[config.mk]
export PLATFORM = sky130hd
export DESIGN_NAME = seq_alu
export DESIGN_NICKNAME = d
export VERILOG_FILES = /design/src/rtl/alu_pkg.sv /design/src/rtl/seq_shifter.sv /design/src/rtl/seq_alu.sv
export SDC_FILE = /design/constraint.sdc
export NUM_CORES = 1
export LEC_CHECK = 0
export CORE_AREA = 2 2 143 145
export DETAILED_ROUTE_END_ITERATION = 8
export DIE_AREA = 0 0 145 147
export HOLD_SLACK_MARGIN = 0.03
export PLACE_DENSITY = 0.81
export RECOVER_POWER = 25
export SYNTH_ARGS = -nofsm -noshare
export SYNTH_HDL_FRONTEND = slang
export SYNTH_SLANG_ARGS = --single-unit
[constraint.sdc]
create_clock -name clk -period 4.1 [get_ports clk]
set_input_delay 0.82 -clock clk [delete_from_list [all_inputs] [get_ports clk]]
set_output_delay 0.82 -clock clk [all_outputs]
set_load 0.01 [all_outputs]
[src/rtl/alu_pkg.sv]
// Shared ALU definitions: operation codes, control states, shift kinds and operation helpers.
// Imported by seq_alu and seq_shifter.
package alu_pkg;

   localparam int WIDTH_DEF = 32;

   typedef enum logic [3:0] {
      OP_AND = 4'b0000,
      OP_OR  = 4'b0001,
      OP_ADD = 4'b0010,
      OP_SUB = 4'b0011,
      OP_XOR = 4'b0100,
      OP_SLL = 4'b0101,
      OP_SRL = 4'b0110,
      OP_SRA = 4'b0111,
      OP_BEQ = 4'b1000,
      OP_SLT = 4'b1001
   } alu_op_e;

   typedef enum logic [1:0] {
      ST_IDLE  = 2'd0,
      ST_SHIFT = 2'd1,
      ST_DONE  = 2'd2
   } alu_state_e;

   typedef enum logic [1:0] {
      SH_SLL = 2'd0,
      SH_SRL = 2'd1,
      SH_SRA = 2'd2
   } shift_kind_e;

   function automatic logic is_shift_op(input logic [3:0] op);
      return (op == OP_SLL) || (op == OP_SRL) || (op == OP_SRA);
   endfunction

   function automatic shift_kind_e shift_kind_of(input logic [3:0] op);
      case (op)
         OP_SRL:  return SH_SRL;
         OP_SRA:  return SH_SRA;
         default: return SH_SLL;
      endcase
   endfunction

endpackage

[src/rtl/seq_shifter.sv]
// Serial shifter: moves the operand one bit position per cycle while the counter is non-zero.
// i_start loads operand and count; o_last flags the cycle whose clock edge produces the final value.
module seq_shifter
   import alu_pkg::*;
#(
   parameter int WIDTH = WIDTH_DEF
) (
   input  logic                     clk,
   input  logic                     rst_n,
   input  logic                     i_start,
   input  logic                     i_flush,
   input  shift_kind_e              i_kind,
   input  logic [WIDTH-1:0]         i_dat,
   input  logic [$clog2(WIDTH)-1:0] i_amt,
   output logic                     o_busy,
   output logic                     o_last,
   output logic [WIDTH-1:0]         o_next
);

   localparam int SHW = $clog2(WIDTH);
   localparam logic [SHW-1:0] ONE = SHW'(1);

   logic [SHW-1:0]   r_cnt;
   logic [WIDTH-1:0] r_dat;
   shift_kind_e      r_kind;
   logic [WIDTH-1:0] w_next;

   always_comb begin
      w_next = r_dat;
      case (r_kind)
         SH_SLL:  w_next = {r_dat[WIDTH-2:0], 1'b0};
         SH_SRL:  w_next = {1'b0, r_dat[WIDTH-1:1]};
         SH_SRA:  w_next = {r_dat[WIDTH-1], r_dat[WIDTH-1:1]};
         default: w_next = r_dat;
      endcase
   end

   always_ff @(posedge clk or negedge rst_n) begin
      if (!rst_n) begin
         r_cnt  <= '0;
         r_dat  <= '0;
         r_kind <= SH_SLL;
      end else if (i_flush) begin
         r_cnt <= '0;
      end else if (i_start) begin
         r_cnt  <= i_amt;
         r_dat  <= i_dat;
         r_kind <= i_kind;
      end else if (r_cnt != '0) begin
         r_cnt <= r_cnt - ONE;
         r_dat <= w_next;
      end
   end

   assign o_busy = (r_cnt != '0);
   assign o_last = (r_cnt == ONE);
   assign o_next = w_next;

endmodule

[src/rtl/seq_alu.sv]
// Sequential ALU: single-cycle ops answer one cycle after accept, shifts take 1+n cycles.
// One request in flight; result held with out_valid until out_ready; flush aborts.
module seq_alu
   import alu_pkg::*;
#(
   parameter int WIDTH = WIDTH_DEF
) (
   input  logic             clk,
   input  logic             rst_n,
   input  logic             in_valid,
   output logic             in_ready,
   input  logic [3:0]       Operation,
   input  logic [WIDTH-1:0] SrcA,
   input  logic [WIDTH-1:0] SrcB,
   input  logic             flush,
   output logic             out_valid,
   input  logic             out_ready,
   output logic [WIDTH-1:0] ALUResult,
   output logic             Zero
);

   localparam int SHW = $clog2(WIDTH);

   alu_state_e       r_state;
   logic [WIDTH-1:0] r_result;

   logic             w_accept;
   logic             w_start;
   logic [SHW-1:0]   w_amt;
   logic [WIDTH-1:0] w_single;
   logic             w_sh_busy;
   logic             w_sh_last;
   logic [WIDTH-1:0] w_sh_next;

   // Shifts only reach here with a zero amount, so they pass SrcA through.
   function automatic logic [WIDTH-1:0] alu_single(input logic [3:0]       op,
                                                   input logic [WIDTH-1:0] a,
                                                   input logic [WIDTH-1:0] b);
      logic [WIDTH-1:0] res;
      res = '0;
      case (op)
         OP_AND: res = a & b;
         OP_OR:  res = a | b;
         OP_ADD: res = a + b;
         OP_SUB: res = a - b;
         OP_XOR: res = a ^ b;
         OP_SLL: res = a;
         OP_SRL: res = a;
         OP_SRA: res = a;
         OP_BEQ: res = a - b;
         OP_SLT: res = {{(WIDTH-1){1'b0}}, ($signed(a) < $signed(b))};
         default: res = '0;
      endcase
      return res;
   endfunction

   assign in_ready = (r_state == ST_IDLE) && !flush;
   assign w_accept = in_valid && in_ready;
   assign w_amt    = SrcB[SHW-1:0];
   assign w_start  = w_accept && is_shift_op(Operation) && (w_amt != '0);
   assign w_single = alu_single(Operation, SrcA, SrcB);

   seq_shifter #(
      .WIDTH (WIDTH)
   ) u_shifter (
      .clk     (clk),
      .rst_n   (rst_n),
      .i_start (w_start),
      .i_flush (flush),
      .i_kind  (shift_kind_of(Operation)),
      .i_dat   (SrcA),
      .i_amt   (w_amt),
      .o_busy  (w_sh_busy),
      .o_last  (w_sh_last),
      .o_next  (w_sh_next)
   );

   always_ff @(posedge clk or negedge rst_n) begin
      if (!rst_n) begin
         r_state  <= ST_IDLE;
         r_result <= '0;
      end else if (flush) begin
         r_state <= ST_IDLE;
      end else begin
         case (r_state)
            ST_IDLE: begin
               if (w_accept) begin
                  if (w_start) begin
                     r_state <= ST_SHIFT;
                  end else begin
                     r_state  <= ST_DONE;
                     r_result <= w_single;
                  end
               end
            end
            ST_SHIFT: begin
               if (w_sh_last) begin
                  r_state  <= ST_DONE;
                  r_result <= w_sh_next;
               end else if (!w_sh_busy) begin
                  r_state <= ST_IDLE;
               end
            end
            ST_DONE: begin
               if (out_ready) r_state <= ST_IDLE;
            end
            default: r_state <= ST_IDLE;
         endcase
      end
   end

   assign out_valid = (r_state == ST_DONE);
   assign ALUResult = r_result;
   assign Zero      = (r_result == '0);

endmodule

==> results.json <==
{
  "ys_seq_elements": 73,
  "drc_errors": 0,
  "antenna_cells": 0,
  "worst_ep_required_time_ps": 4330,
  "cap_viol_max_count": 1,
  "grt_max_degree": 80,
  "gr-total-overflow": 0,
  "synth_nets": 1541,
  "clk_latency_ps": 350,
  "finalSetupViolCount": 0,
  "rsz0062_at_grt": "no",
  "grt_pass1_wl_um": 58600,
  "synthFlopType": "dfrtp_1",
  "clock_skew_ps": 9.95,
  "max_freq_mhz": 258,
  "grt_pass1_vias": 10500,
  "arrival_ps": 4120,
  "worst_hold_slack_ps": 499,
  "antenna_found_initial": 0,
  "nFillCells": 1792,
  "synthArstFlopShare_pct": 100,
  "maxSlewHeadroom_pct": -52.8,
  "place_congestion": 1.08,
  "outcome": "complete, but fails checks",
  "wl_um": 37400,
  "netlist_instances": 1364,
  "nNetsFinal": 1689,
  "finalInstanceArea_mm2": 0.0121,
  "violations": "max-capacitance violations, max-slew violations",
  "vias_per_cell": 6.36,
  "holdBufCountCts": 0,
  "antenna_left": 0,
  "synth_area_mm2": 0.00971,
  "layout-drive-gt1-share_pct": 12.0,
  "die-area_mm2": 0.0213,
  "yosysMostFrequentCell": "nor2_1",
  "ctsLongestPathBuffers": 2,
  "cts.clk_slew.worst_paths_ps": 60,
  "min_path_type": "flip-flop to flip-flop",
  "met3_length_um": 4810,
  "syn_to_final_growth_pct": 24.7,
  "critPathCaptureType": "flip-flop",
  "rows": 52,
  "avgSynthCellArea_um2": 7.12,
  "leakage_nw": 5.28,
  "cts_inserted_buffers": 9,
  "dr.pass1.iters": 6,
  "dpl.hpwl_um": 29300,
  "top_layer": "met4",
  "synth_edf_count": 0,
  "finalHoldViolCount": 0,
  "worst_ir_drop_vdd_v": 0.000217,
  "netlist_top_cells_count": "164 x nor2_1, 134 x o21ai_0, 133 x a21oi_1",
  "coreArea_mm2": 0.0198,
  "yosysTopAreaCell": "dfrtp_1",
  "floorplan.initialDensity_pct": 49.0,
  "num_io_pins": 108,
  "groute.usage.overall_pct": 34.5,
  "power_density_mw_per_mm2": 366,
  "h-tree-depth": 3,
  "die_y_um": 147,
  "path_class": "input pin to flip-flop",
  "wl_per_cell_um": 20.9,
  "setup.worst_path.start_class": "input pin",
  "worstPathMaxFanout": 3,
  "synth_seq_area_share_pct": 18.8,
  "die_width_um": 145,
  "post_cts_buffers": 0,
  "drt_iter0_markers": 1262,
  "cts_tree": "done",
  "met1_length_um": 16100,
  "dpl-instance-area_mm2": 0.0118,
  "vias": 11400,
  "synth_top_area_share_pct": 18.8,
  "ys_warn_count": 0,
  "cts_sinks": 73,
  "port_buffers": 107,
  "synthDistinctLibCells": 92,
  "root_buffer": "clkbuf_16",
  "period_share_pct": 94.6,
  "synthTopCellsByArea": "dfrtp_1 19%, ha_1 13%, o21ai_0 6.9%",
  "finalMaxSlewViolations": 42,
  "dr_wl_met2_um": 15100,
  "period_needed_ps": 3880,
  "tightest_slew_ps": 2290
}
==> layout by cell type, fill, tap and decap left out, types with 16 or more instances in the layout <==
cell	n
a211oi_1	16
a21o_1	16
a21oi_1	132
a221oi_1	27
buf_4	118
clkdlybuf4s50_1	106
dfrtp_1	72
ha_1	102
inv_1	97
nand2_1	119
nand2b_1	23
nand3_1	20
nor2_1	164
nor2b_1	20
nor3_1	31
o211ai_1	25
o21ai_0	134
o21bai_1	17
o31ai_1	18
==> cell type report <==
type	count	area, um^2	area share (%)
Tap cell	270	338	2.79
Sequential cell	73	1830	15.1
Inverter	99	372	3.07
Multi-Input combinational cell	1097	7160	59.1
Clock inverter	6	115	0.951
Timing Repair Buffer	232	2070	17.1
Clock buffer	9	225	1.86
==> worst max-delay path, stage by stage <==
cell and delay [ps]:
clkdlybuf4s50_1 460, inv_1 100, ha_1 180, inv_1 60, fa_1 390, nor2b_1 160
o21ai_1 190, buf_4 150, a21oi_1 90, o31a_1 250, o21a_1 190, o211ai_1 160
o31ai_1 120, o41ai_2 530, buf_4 190, a21oi_1 60
==> path summary, 6_finish.rpt <==
check,start,to,slack [ps],cells past startpoint
max,SrcA[0],ALUResult[10],220,16
min,u_shifter.r_dat[0],u_shifter.r_dat[0],500,2
max reg2reg,u_shifter.r_cnt[2],ALUResult[22],1450,6
min reg2reg,u_shifter.r_dat[0],u_shifter.r_dat[0],500,2
max in group asynchronous,rst_n,ALUResult[23],1160,2
min in group asynchronous,rst_n,u_shifter.r_cnt[0],1150,1
==> metal layers <==
metal  GRT usage, %  vias up
met5              0        -
met4           12.2        0
met3           8.60      101
met2           49.3      759
met1           50.4     5253
li1               -     5250
==> cell families (layout without fill, tap and decap cells) <==
group | Yosys count | count (layout) | share of synthesized area (%)
adder cells (fa/ha/maj) | 104 | 104 | 13.5
buffers and inverters | 194 | 346 | 7.81
XOR/XNOR | 10 | 10 | 0.902
flip-flops | 73 | 73 | 18.8
multiplexers | 16 | 16 | 1.74
AND/OR/NAND/NOR | 444 | 444 | 21.2
AO/OA/AOI/OAI | 523 | 523 | 36.0
==> per-stage QoR <==
step	total power, mW	setup slack, ps	utilization (%)	setup TNS, ps	std cells
2_1_floorplan	2.56	739	-	0	1364
3_3_place_gp	3.39	-237	59.3	-237	1771
3_5_place_dp	3.44	-201	59.3	-234	1771
4_1_cts	4.38	151	61.0	0	1786
5_1_grt	4.72	28.0	61.0	0	1786
6_report	4.43	220	61.0	0	1786
==> flip-flops by register name, indices dropped and copies added, names as in the netlist <==
signal and cells:
ALUResult 32, r_state 2, u_shifter.r_cnt 5, u_shifter.r_dat 32
u_shifter.r_kind 2
==> power by group <==
group          leakage [nW]  internal (mW)  switching (mW)  total (mW)
logic                  4.18          0.982            1.28        2.26
clock network         0.162          0.594           0.327       0.921
registers             0.939          0.973           0.271        1.24
total                  5.28           2.55            1.88        4.43
==> repair_timing <==
action                     4_1_cts  5_1_grt
hold endpoints to repair         0        0
resized for setup                0        1
setup endpoints to repair        0        1
Note: power is estimated with default switching activity, not from simulation.
